**src/rtl/hazard_ctrl.sv**
```systemverilog
// Hazard controller for the 5-stage RV32I core: stall/flush/forwarding control from a shadow E/M/W scoreboard.
// Optional stall/flush performance counters are built when HAZARD_PERF_EN is defined.
module hazard_ctrl #(
  parameter int REG_ADDR_WIDTH = 5,
  parameter int DATA_WIDTH     = 32,
  parameter int PERF_WIDTH     = 32
) (
  input  logic                  clk,
  input  logic                  rst,
  input  logic [DATA_WIDTH-1:0] InstrD_i,
  input  logic                  RegWriteD_i,
  input  logic [1:0]            PCSrcE_i,
  input  logic                  MemReadyM_i,
  output logic                  PCen_o,
  output logic                  Fen_o,
  output logic                  Frst_o,
  output logic                  Den_o,
  output logic                  Drst_o,
  output logic                  MemStall_o,
  output logic [1:0]            ForwardAE_o,
  output logic [1:0]            ForwardBE_o,
  output logic [PERF_WIDTH-1:0] StallCnt_o,
  output logic [PERF_WIDTH-1:0] FlushCnt_o
);

  localparam logic [0:0] RUN      = 1'b0;
  localparam logic [0:0] MEM_WAIT = 1'b1;

  localparam logic [6:0] OP_REG    = 7'b0110011;
  localparam logic [6:0] OP_IMM    = 7'b0010011;
  localparam logic [6:0] OP_LOAD   = 7'b0000011;
  localparam logic [6:0] OP_STORE  = 7'b0100011;
  localparam logic [6:0] OP_BRANCH = 7'b1100011;
  localparam logic [6:0] OP_JALR   = 7'b1100111;

  logic [6:0]                opD;
  logic                      useRs1D, useRs2D, isLoadD, isMemD;
  logic [REG_ADDR_WIDTH-1:0] rs1D, rs2D, rdD;
  logic                      unusedInstrBits;

  assign opD     = InstrD_i[6:0];
  assign useRs1D = opD inside {OP_REG, OP_IMM, OP_LOAD, OP_STORE, OP_BRANCH, OP_JALR};
  assign useRs2D = opD inside {OP_REG, OP_STORE, OP_BRANCH};
  assign rs1D    = useRs1D ? InstrD_i[15 +: REG_ADDR_WIDTH] : '0;
  assign rs2D    = useRs2D ? InstrD_i[20 +: REG_ADDR_WIDTH] : '0;
  assign rdD     = InstrD_i[7 +: REG_ADDR_WIDTH];
  assign isLoadD = (opD == OP_LOAD);
  assign isMemD  = isLoadD | (opD == OP_STORE);
  assign unusedInstrBits = ^{InstrD_i[DATA_WIDTH-1:25], InstrD_i[14:12]};

  logic [REG_ADDR_WIDTH-1:0] rdE_q, rs1E_q, rs2E_q, rdM_q, rdW_q;
  logic                      regWriteE_q, isLoadE_q, isMemE_q;
  logic                      regWriteM_q, isMemM_q, regWriteW_q;
  logic [0:0]                state_q, state_d;

  logic memStall, redirect, loadUse;

  assign memStall = isMemM_q & ~MemReadyM_i;
  assign redirect = (PCSrcE_i != 2'b00);
  assign loadUse  = isLoadE_q & (rdE_q != '0) & ((rdE_q == rs1D) | (rdE_q == rs2D));

  always_comb begin
    state_d = state_q;
    case (state_q)
      RUN:      if (memStall)    state_d = MEM_WAIT;
      MEM_WAIT: if (MemReadyM_i) state_d = RUN;
      default:                   state_d = RUN;
    endcase
  end

  function automatic logic [1:0] fwdSel(input logic [REG_ADDR_WIDTH-1:0] rs);
    if (regWriteM_q && (rdM_q != '0) && (rdM_q == rs)) return 2'b10;
    if (regWriteW_q && (rdW_q != '0) && (rdW_q == rs)) return 2'b01;
    return 2'b00;
  endfunction

  // Priority: reset, memory stall, redirect, load-use.
  always_comb begin
    PCen_o      = 1'b1;
    Fen_o       = 1'b1;
    Den_o       = 1'b1;
    Frst_o      = 1'b0;
    Drst_o      = 1'b0;
    MemStall_o  = 1'b0;
    ForwardAE_o = fwdSel(rs1E_q);
    ForwardBE_o = fwdSel(rs2E_q);
    if (rst) begin
      Frst_o      = 1'b1;
      Drst_o      = 1'b1;
      ForwardAE_o = 2'b00;
      ForwardBE_o = 2'b00;
    end else if (memStall) begin
      PCen_o     = 1'b0;
      Fen_o      = 1'b0;
      Den_o      = 1'b0;
      MemStall_o = 1'b1;
    end else if (redirect) begin
      Frst_o = 1'b1;
      Drst_o = 1'b1;
    end else if (loadUse) begin
      PCen_o = 1'b0;
      Fen_o  = 1'b0;
      Drst_o = 1'b1;
    end
  end

  always_ff @(posedge clk) begin
    if (rst) begin
      state_q     <= RUN;
      rdE_q       <= '0;
      rs1E_q      <= '0;
      rs2E_q      <= '0;
      regWriteE_q <= 1'b0;
      isLoadE_q   <= 1'b0;
      isMemE_q    <= 1'b0;
      rdM_q       <= '0;
      regWriteM_q <= 1'b0;
      isMemM_q    <= 1'b0;
      rdW_q       <= '0;
      regWriteW_q <= 1'b0;
    end else begin
      state_q <= state_d;
      if (!memStall) begin
        rdW_q       <= rdM_q;
        regWriteW_q <= regWriteM_q;
        rdM_q       <= rdE_q;
        regWriteM_q <= regWriteE_q;
        isMemM_q    <= isMemE_q;
        if (redirect || loadUse) begin
          rdE_q       <= '0;
          rs1E_q      <= '0;
          rs2E_q      <= '0;
          regWriteE_q <= 1'b0;
          isLoadE_q   <= 1'b0;
          isMemE_q    <= 1'b0;
        end else begin
          rdE_q       <= rdD;
          rs1E_q      <= rs1D;
          rs2E_q      <= rs2D;
          regWriteE_q <= RegWriteD_i;
          isLoadE_q   <= isLoadD;
          isMemE_q    <= isMemD;
        end
      end
    end
  end

`ifdef HAZARD_PERF_EN
  logic [PERF_WIDTH-1:0] stallCnt_q, flushCnt_q;
  logic [PERF_WIDTH-1:0] one;

  assign one = {{(PERF_WIDTH-1){1'b0}}, 1'b1};

  always_ff @(posedge clk) begin
    if (rst) begin
      stallCnt_q <= '0;
      flushCnt_q <= '0;
    end else begin
      if (memStall || (!redirect && loadUse)) stallCnt_q <= stallCnt_q + one;
      if (!memStall && redirect)              flushCnt_q <= flushCnt_q + one;
    end
  end

  assign StallCnt_o = stallCnt_q;
  assign FlushCnt_o = flushCnt_q;
`else
  assign StallCnt_o = '0;
  assign FlushCnt_o = '0;
`endif

endmodule

```
**config.mk**
```make
export PLATFORM = sky130hd
export DESIGN_NAME = hazard_ctrl
export DESIGN_NICKNAME = d
export VERILOG_FILES = /design/src/rtl/hazard_ctrl.sv
export SDC_FILE = /design/constraint.sdc
export NUM_CORES = 1
export LEC_CHECK = 0
export BUFFER_PORTS_ARGS = -buffer_cell sky130_fd_sc_hd__buf_2
export CORE_MARGIN = 3
export CORE_UTILIZATION = 47
export CTS_CLUSTER_SIZE = 25
export DETAILED_ROUTE_END_ITERATION = 8
export PLACE_DENSITY_LB_ADDON = 0.08
export SKIP_CTS_REPAIR_TIMING = 1
export SLEW_MARGIN = 20
export SYNTH_ARGS = -nofsm -noshare
export SYNTH_HDL_FRONTEND = slang
export SYNTH_SLANG_ARGS = --single-unit
export TNS_END_PERCENT = 20
```
**constraint.sdc**
```tcl
create_clock -name clk -period 2.15 [get_ports clk]
set_input_delay 0.3225 -clock clk [delete_from_list [all_inputs] [get_ports clk]]
set_output_delay 0.3225 -clock clk [all_outputs]
set_load 0.01 [all_outputs]
```
==> summary.md <==
| Metric | Value |
|---|---|
| Clock skew | 0.00526 ns |
| Switch share | 28.6% |
| CP Max Fanout | 5 |
| Vias post-DR | 1804 |
| Initial antenna violation count | 0 |
| Pwr dens | 483 mW/mm^2 |
| Die Width | 75.6 um |
| H-tree lvl count | 2 |
| Final period util | 99.8% |
| Part of the power in registers | 48.1% |
| Via density | 4.98 |
| Clk sinks | 31 |
| Clock share of power | 36.4% |
| Max Freq | 0.466 GHz |
| Root Driver | clkbuf_8 |
| Type of the most critical hold path | primary input to register |
| Worst slew margin | 58.2% |
| Clock buffer count from CTS | 5 |
| Largest net degree at the start of global routing | 23 |
| CTS clk-pin slew, worst paths | 0.06 ns |
| Input/output buffers | 37 |
| Synthesized instance count | 264 |
| Antenna diode count | 0 |
| Placed instance count | 353 |
| Longest Clk Path Bufs | 2 |
| Most used DFF post-synth | dfxtp_1 |
| Asr flop ratio synth | 0% |
| Comb pwr share | 15.4% |
| DRT iter0 DRCs | 51 |
| DRC | 0 |
| GRT Residual Overflow | 0 |
| Unrepaired setup endpoints after global routing | true |
| WL per Instance | 13.7 um |
| GRT Resource Usage Total | 17.9% |
| #FFs+latches synth | 31 |
| Slew @ Worst Pin | 0.621 ns |
| CTS tree | yes |
| Synthesized cell area | 0.00228 mm^2 |
| Final worst slack | 0.00377 ns |
| Avg Cell Area, Syn | 8.64 um^2 |
| Vias in the first global route | 1573 |
| Starting Density | 50.6% |
| Area after DPL | 0.00233 mm^2 |
| Design Area, Final | 0.00253 mm^2 |
| Post-DRT Antenna Nets | 0 |
| Crit path arrival time | 1.82 ns |
| Area grow syn2layout | 11.1% |
| Core Footprint | 0.00450 mm^2 |
| Count of nets after finishing | 347 |
| Synth unique cells | 47 |
| Post-synth EDFFs | 0 |
| Seq/Total Area, Yosys | 27.2% |
| Worst setup path class | register to primary output |
| Final Hold Fails | 0 |
| Max-slew violations | 0 |
| Period minus WS final | 2.15 ns |
| Rows | 24 |
| Peak VDD IR | 0.314 mV |
| Die footprint | 0.00572 mm^2 |
| First-pass GRT wire length | 7570 um |
| Setup violators final | 0 |
| Synth warn | 0 |
| Die height | 75.6 um |
| Leakage | 1.15 nW |
| Post-Place Setup Slack | -0.0177 ns |
| CP required | 1.83 ns |
| Status | finished, final reports clean |
| GP Congestion | 0.911 |
| HPWL after DPL | 3800 um |
| Detailed Routing Iterations Pass 1 | 4 |
| Fin cells | 362 |
| CP Launch Type | register |
| Total power | 1.22 mW |
| Max-cap violations | 0 |
| WL final | 4970 um |
| Final Util | 56.3% |
| Clk_lat worst skew | 0.28 ns |
| Int Pwr | 0.874 mW |
| Psw | 0.351 mW |
| Share of cells above drive strength 1 | 31.6% |
| Io pins | 112 |
| Critical path capture point type | primary output |
-- per-stage QoR --
stage	TNS, ns	hold slack [ns]
CTS	-0.595	0.230
global route	-0.230	0.238
finish	0	0.240
floorplan	0	0.427
global placement	0	0.440
detailed placement	-0.0341	0.456
-- power by group through the flow --
stage               clock network, mW  logic [mW]  registers (mW)
floorplan                           0       0.210           0.598
global placement                    0       0.172           0.604
detailed placement                  0       0.172           0.604
CTS                             0.466       0.173           0.591
global route                    0.485       0.213           0.590
finish                          0.446       0.189           0.589
-- final timing paths --
check          startpoint          end  slack [ns]  cells past startpoint
max              rdE_q[4]        Fen_o       0.004                      5
min          InstrD_i[11]     rdE_q[4]        0.24                      2
min reg2reg   regWriteW_q  regWriteW_q        0.46                      2
max reg2reg      rdE_q[4]    rs1E_q[2]        0.26                      7
-- cells by family after synthesis --
family / after synthesis / synth area share (%)
xor+xnor: 26 / 9.99
simple gates: 71 / 16.1
other cells: 1 / 0.164
compound gates: 54 / 20.0
flops: 31 / 27.2
buf+inv: 81 / 26.5
-- synth_stat cells, drive strengths merged, types with 3 or more instances --
cell    number  area share, %
buf         74             25
dfxtp       31             27
nand2       29            4.8
xnor2       17            6.5
a21oi       14            3.1
a22o        10            4.6
a32o        10            4.9
nor2         9            1.5
xor2         9            3.5
nand3        7            1.8
nor3         7            1.5
clkbuf       5           0.82
nand3b       4            1.3
a211oi       3            1.2
a31oi        3           0.82
nor4         3           0.82
-- area by class of cell --
cell class | count | area, um^2
Sequential cell | 31 | 634
Inverter | 2 | 7.51
Clock inverter | 2 | 12.5
Tap cell | 52 | 65.1
Fill cell | 448 | 1970
Multi-Input combinational cell | 215 | 1380
Timing Repair Buffer | 54 | 358
Clock buffer | 6 | 72.6
-- per-layer routing --
| layer | vias to the layer above | routed length (um) | track usage, % | part of all wire, % |
|---|---|---|---|---|
| met3 | 12 | 319 | 4.49 | 6.4 |
| met2 | 63 | 2360 | 26.5 | 47 |
| li1 | 887 | - | - | - |
| met4 | 0 | 119 | 9.51 | 2.4 |
| met1 | 842 | 2170 | 24.1 | 44 |
| met5 | - | 0 | 0 | 0 |
-- placed cells by master, fill, tap and decap left out, drive strengths merged, types with 9 or more instances in the layout --
master	instances
xor2	9
a21oi	14
buf	54
conb	64
a22o	10
nand2	29
xnor2	17
nor2	9
a32o	10
dfxtp	31
-- sequential cells by signal (all words and copies together) (netlist names) --
signal	cells
isMemM_q	1
rs2E_q	5
rdW_q	5
regWriteM_q	1
regWriteE_q	1
rdM_q	5
isLoadE_q	1
regWriteW_q	1
rdE_q	5
isMemE_q	1
rs1E_q	5
-- worst max-delay path, stage by stage, from the launching register on --
cell     delay, ns
dfxtp_4       0.37
buf_12        0.13
or2_2         0.29
o41a_1        0.36
a31oi_2       0.23
buf_2         0.16
Note: power is estimated with default switching activity, not from simulation.
